File: src/rtl/ysyx_22050019_lsu.sv
// Load/store unit: takes one memory request from execute, issues a single aligned
// 64-bit bus access, steers byte lanes/strobes, extends load data and pulses a response.
module ysyx_22050019_lsu #(
  parameter int TIMEOUT_CYCLES = 255
) (
  input  logic        clk,
  input  logic        rst_n,
  input  logic        req_valid,
  output logic        req_ready,
  input  logic        ram_re,
  input  logic        ram_we,
  input  logic [63:0] addr,
  input  logic [63:0] ram_wdata,
  input  logic [5:0]  mem_r_wdth,
  input  logic [3:0]  mem_w_wdth,
  output logic        rsp_valid,
  output logic [63:0] rsp_rdata,
  output logic        rsp_err,
  output logic        mem_req_valid,
  input  logic        mem_req_ready,
  output logic        mem_req_we,
  output logic [63:0] mem_req_addr,
  output logic [63:0] mem_req_wdata,
  output logic [7:0]  mem_req_wstrb,
  input  logic        mem_rsp_valid,
  input  logic [63:0] mem_rsp_rdata
);

  typedef enum logic [1:0] {IDLE, REQ, WAIT, RESP} state_t;

  localparam logic [31:0] TIMEOUT_LAST = 32'(TIMEOUT_CYCLES - 1);

  state_t      state, state_nxt;
  logic [63:0] addr_q, wdata_q, rdata_q;
  logic [1:0]  size_q;
  logic        sext_q, we_q, err_q;
  logic [31:0] cnt_q;

  logic [1:0]  size_d;
  logic        sext_d, multi_hot, misalign, access, acc_err, timeout_hit;
  logic [63:0] lane, load_ext;

  // Width decode: size is log2 of the access in bytes; an all-zero width vector means 64-bit.
  always_comb begin
    size_d    = 2'd3;
    sext_d    = 1'b0;
    multi_hot = 1'b0;
    if (ram_we) begin
      multi_hot = (mem_w_wdth & (mem_w_wdth - 4'd1)) != 4'd0;
      if (mem_w_wdth[2])      size_d = 2'd0;
      else if (mem_w_wdth[1]) size_d = 2'd1;
      else if (mem_w_wdth[0]) size_d = 2'd2;
    end else begin
      multi_hot = (mem_r_wdth & (mem_r_wdth - 6'd1)) != 6'd0;
      if (mem_r_wdth[3] || mem_r_wdth[0])      size_d = 2'd0;
      else if (mem_r_wdth[4] || mem_r_wdth[1]) size_d = 2'd1;
      else if (mem_r_wdth[5] || mem_r_wdth[2]) size_d = 2'd2;
      sext_d = mem_r_wdth[5] | mem_r_wdth[4] | mem_r_wdth[3];
    end
    case (size_d)
      2'd0:    misalign = 1'b0;
      2'd1:    misalign = addr[0];
      2'd2:    misalign = |addr[1:0];
      default: misalign = |addr[2:0];
    endcase
    access  = ram_re ^ ram_we;
    acc_err = (ram_re & ram_we) | (access & (multi_hot | misalign));
  end

  always_comb begin
    lane = mem_rsp_rdata >> {addr_q[2:0], 3'b000};
    case (size_q)
      2'd0:    load_ext = sext_q ? {{56{lane[7]}}, lane[7:0]}   : {56'd0, lane[7:0]};
      2'd1:    load_ext = sext_q ? {{48{lane[15]}}, lane[15:0]} : {48'd0, lane[15:0]};
      2'd2:    load_ext = sext_q ? {{32{lane[31]}}, lane[31:0]} : {32'd0, lane[31:0]};
      default: load_ext = lane;
    endcase
  end

  assign timeout_hit = (TIMEOUT_CYCLES != 0) && (cnt_q == TIMEOUT_LAST);

  always_ff @(posedge clk or negedge rst_n) begin
    if (!rst_n) state <= IDLE;
    else        state <= state_nxt;
  end

  // Errors and non-memory instructions skip the bus and respond on the next cycle.
  always_comb begin
    state_nxt = state;
    case (state)
      IDLE: if (req_valid) state_nxt = (acc_err || !access) ? RESP : REQ;
      REQ:  if (mem_req_ready) state_nxt = WAIT;
      WAIT: if (mem_rsp_valid || timeout_hit) state_nxt = RESP;
      RESP: state_nxt = IDLE;
      default: state_nxt = IDLE;
    endcase
  end

  always_ff @(posedge clk or negedge rst_n) begin
    if (!rst_n) begin
      addr_q  <= 64'd0;
      wdata_q <= 64'd0;
      rdata_q <= 64'd0;
      size_q  <= 2'd0;
      sext_q  <= 1'b0;
      we_q    <= 1'b0;
      err_q   <= 1'b0;
      cnt_q   <= 32'd0;
    end else begin
      case (state)
        IDLE: if (req_valid) begin
          addr_q  <= addr;
          wdata_q <= ram_wdata;
          size_q  <= size_d;
          sext_q  <= sext_d;
          we_q    <= ram_we & ~ram_re;
          rdata_q <= 64'd0;
          err_q   <= acc_err;
        end
        REQ: if (mem_req_ready) cnt_q <= 32'd0;
        WAIT: begin
          // A response arriving in the timeout cycle still completes cleanly.
          if (mem_rsp_valid) begin
            rdata_q <= we_q ? 64'd0 : load_ext;
            err_q   <= 1'b0;
          end else if (timeout_hit) begin
            rdata_q <= 64'd0;
            err_q   <= 1'b1;
          end else begin
            cnt_q <= cnt_q + 32'd1;
          end
        end
        default: ;
      endcase
    end
  end

  always_comb begin
    req_ready     = (state == IDLE);
    mem_req_valid = (state == REQ);
    rsp_valid     = (state == RESP);
    rsp_rdata     = (state == RESP) ? rdata_q : 64'd0;
    rsp_err       = (state == RESP) ? err_q : 1'b0;
    mem_req_we    = we_q;
    mem_req_addr  = {addr_q[63:3], 3'b000};
    mem_req_wdata = we_q ? (wdata_q << {addr_q[2:0], 3'b000}) : 64'd0;
    mem_req_wstrb = 8'h00;
    if (we_q) begin
      case (size_q)
        2'd0:    mem_req_wstrb = 8'h01 << addr_q[2:0];
        2'd1:    mem_req_wstrb = 8'h03 << addr_q[2:0];
        2'd2:    mem_req_wstrb = 8'h0F << addr_q[2:0];
        default: mem_req_wstrb = 8'hFF;
      endcase
    end
  end

endmodule

File: config.mk
export PLATFORM = sky130hd
export DESIGN_NAME = ysyx_22050019_lsu
export DESIGN_NICKNAME = d
export VERILOG_FILES = /design/src/rtl/ysyx_22050019_lsu.sv
export SDC_FILE = /design/constraint.sdc
export NUM_CORES = 1
export LEC_CHECK = 0
export BUFFER_PORTS_ARGS = -buffer_cell sky130_fd_sc_hd__clkbuf_2
export CORE_UTILIZATION = 36
export DETAILED_ROUTE_END_ITERATION = 16
export GPL_TIMING_DRIVEN = 0
export PLACE_DENSITY_LB_ADDON = 0.15
export SYNTH_ARGS = -nofsm -noshare
export SYNTH_HDL_FRONTEND = slang
export SYNTH_SLANG_ARGS = --single-unit
File: constraint.sdc
create_clock -name clk -period 2.46 [get_ports clk]
set_input_delay 0.369 -clock clk [delete_from_list [all_inputs] [get_ports clk]]
set_output_delay 0.369 -clock clk [all_outputs]
set_load 0.05 [all_outputs]
==> flow_metrics.tcl <==
set metrics [dict create \
    status "finished with violations" \
    violations "setup timing" \
    dr_total_vias 13000 \
    synth_edf_count 0 \
    htreeDepth 1 \
    reg2reg_slack_ns 0.01 \
    swShare_pct 46.4 \
    synth.avg_cell_area_sq_um 10.3 \
    grt_pass1_vias 12900 \
    setup_slack_ns -0.225 \
    dp_hpwl_um 41200 \
    grt_use_met3_pct 5.71 \
    power_frac_seq_pct 20.6 \
    combPwrFrac_pct 65.6 \
    worstMarginPinSlew_ns 0.823 \
    synth_cells 1362 \
    place_inst 2294 \
    finalSetupTns_ns -8.60 \
    fillers 3380 \
    routed_wl_um 55300 \
    viasPerCell 5.37 \
    place_ws_ns -0.893 \
    portBuffers 410 \
    cts_num_sinks 231 \
    post-route-util_pct 54.4 \
    grt_max_degree 111 \
    critPathLaunchType "flop" \
    slew_headroom_pct 45.1 \
    use_met2_pct 44.7 \
    p_per_area_nw_per_um2 1570 \
    top_usage_layer "met2" \
    max_freq_mhz 372 \
    period_needed_ns 2.68 \
    fp.dieH_um 200 \
    peakVddDrop_v 0.000924 \
    clockPowerShare_pct 13.8 \
    clock_skew_ns 0.0228 \
    clkLatencyLatePin_ns 0.57 \
    dpl_cell_area_sq_um 17000 \
    grt_use_total_pct 27.1 \
    die_x_um 200 \
    root_buffer "clkbuf_16" \
    dr.pass1.iters 5 \
    netlist_area_sq_um 14100 \
    use_met1_pct 34.9 \
    fin_crit_sh_pct 109 \
    wire_per_inst_um 22.9 \
    crit_path_max_fanout 10 \
    nNetsFinal 2094 \
    ys_ff_latch 231 \
    arrival_ns 2.32 \
    cts_tree "yes" \
    ys_warn_count 0 \
    grt_setup_unrepaired "true" \
    synthToLayoutAreaGrowth_pct 49.2 \
    overflow 0 \
    ant_nets 0 \
    drtIter0Drc 882 \
    whs_ns 0.0275 \
    start_util_pct 36.5 \
    grt_pass1_wl_um 80400 \
    cts_buffer_depth 3 \
    ys.flop_type "dfrtp_1" \
    switchingPower_mw 15.3 \
    drc 0 \
    cp-end-kind "output port" \
    setup_viol 67 \
    postSynth.asyncResetShare_pct 100 \
    report.power.total_mw 33.1 \
    intPower_mw 17.7 \
    path_clk_slew_ns 0.06 \
    coreArea_sq_um 38600 \
    p_leak_nw 9.69 \
    cap_violations 0 \
    synth.distinct_cells 65 \
    cp_data_required_time_ns 2.09 \
    numCtsBuffers 28 \
    hold_path.class "input pin to flop" \
    antenna_found_initial 6 \
    die_area_sq_um 39900 \
    path_class "flop to output port" \
    ioPinCount 414 \
    core.rowCount 72 \
    stdcell_count 2416 \
    finalInstanceArea_sq_um 21000 \
    gp_congestion 0.915 \
    hold_violations 0 \
    drive_above_1_share_pct 54.0 \
    yosysSeqAreaShare_pct 41.0 \
    final_max_slew_viol_count 0 \
]
[path summary, 6_finish.rpt]
check,cells past startpoint,from,end
worst min register to register,2,rdata_q[5],rdata_q[5]
min in group asynchronous,2,rst_n,rdata_q[62]
worst max-delay path,8,addr_q[0],mem_req_wdata[38]
max in group asynchronous,3,rst_n,cnt_q[2]
worst min-delay path,2,ram_wdata[44],wdata_q[44]
worst max register to register,9,addr_q[0],rdata_q[55]
[repair_timing]
action | CTS | global route
endpoints found under the hold margin | 30 | 0
endpoints found under the setup margin | 249 | 193
hold buffers | 1 | 0
pin swaps | 32 | 37
resized for setup | 494 | 189
buffers inserted | 38 | 20
cloned | 6 | 4
[layout make-up]
type / count / area [sq um] / area share (%)
sequential: 231 / 5790 / 27.5
timing repair buffer: 480 / 3760 / 17.9
antenna: 6 / 15.0 / 0.0714
tap: 518 / 648 / 3.08
buffer: 158 / 1520 / 7.22
clock inverter: 9 / 176 / 0.839
inverter: 18 / 72.6 / 0.345
clock buffer: 42 / 845 / 4.02
multi-input combinational: 954 / 8210 / 39.1
[per-layer routing]
layer	vias up	share of wire [%]
met5	-	0.042
met4	4	3.8
met3	117	8.0
met2	609	47
met1	6392	41
li1	5858	-
[synth_stat cells (all sizes together) (8+ instances only)]
cell type,n,share of area [%]
a211o,8,0.50
a211oi,24,1.3
a21oi,46,1.6
a221o,50,3.6
and2,83,3.7
buf,110,5.6
clkbuf,51,1.4
dfrtp,231,41
ha,14,1.2
inv,17,0.45
mux2,156,12
mux2i,86,6.1
mux4,20,3.2
nand2,93,2.5
nand3,17,0.64
nor2,87,2.3
nor2b,61,2.7
nor3,19,0.67
nor4,8,0.36
o21ai,74,2.7
o22ai,11,0.49
xnor2,20,1.2
[power groups by stage]
stage	clock network [mW]	registers [mW]	logic, mW
floorplan	0	6.15	12.4
global placement	0	6.60	16.4
detailed placement	0	6.65	16.5
CTS	4.67	6.69	20.4
global route	4.82	6.96	22.6
finish	4.57	6.80	21.7
[sequential cells by signal (all words and copies together) (netlist names)]
signal      cells
addr_q         64
rdata_q        64
wdata_q        64
cnt_q          32
size_q          2
state           2
err_q           1
mem_req_we      1
sext_q          1
[critical path, stage by stage (launching register included)]
cell and delay [ns]:
dfrtp_2 0.45, buf_12 0.17, buf_12 0.14, buf_12 0.14, buf_12 0.15, a211oi_2 0.21
a21oi_1 0.07, nor2b_2 0.22, buf_8 0.18
[cells in the final DEF, fill, tap and decap left out, types with 9 or more instances in the layout]
master / synthesis / routed
nor2b_2: 0 / 28
xnor2_1: 20 / 20
buf_12: 0 / 23
o22ai_1: 11 / 10
ha_1: 14 / 9
clkbuf_16: 0 / 47
clkbuf_1: 50 / 23
clkbuf_4: 0 / 44
nor3_1: 19 / 18
buf_8: 4 / 68
clkbuf_8: 0 / 16
buf_4: 66 / 121
o21ai_4: 0 / 13
nor2b_1: 61 / 13
and2_4: 0 / 15
a21oi_1: 46 / 36
mux2_2: 155 / 151
inv_1: 17 / 13
buf_6: 6 / 13
nor2b_4: 0 / 20
a211oi_1: 24 / 15
o21ai_0: 72 / 54
a221o_1: 50 / 50
clkbuf_2: 1 / 308
mux2i_1: 86 / 62
mux2i_2: 0 / 16
a21oi_2: 0 / 9
nand3_1: 16 / 16
nand2_1: 93 / 84
nor2_1: 87 / 71
mux4_2: 20 / 20
and2_1: 82 / 67
dfrtp_1: 231 / 226
nor2_4: 0 / 12
[cells by family after synthesis]
logic type | share of synthesized area [%]
AND/OR/NAND/NOR | 14.6
multiplexers | 21.8
AO/OA/AOI/OAI | 12.4
flip-flops | 41.0
buffers and inverters | 7.40
XOR/XNOR | 1.55
adder cells (fa/ha/maj) | 1.31
other | 0.0266
Power figures use the tool's default switching activity.
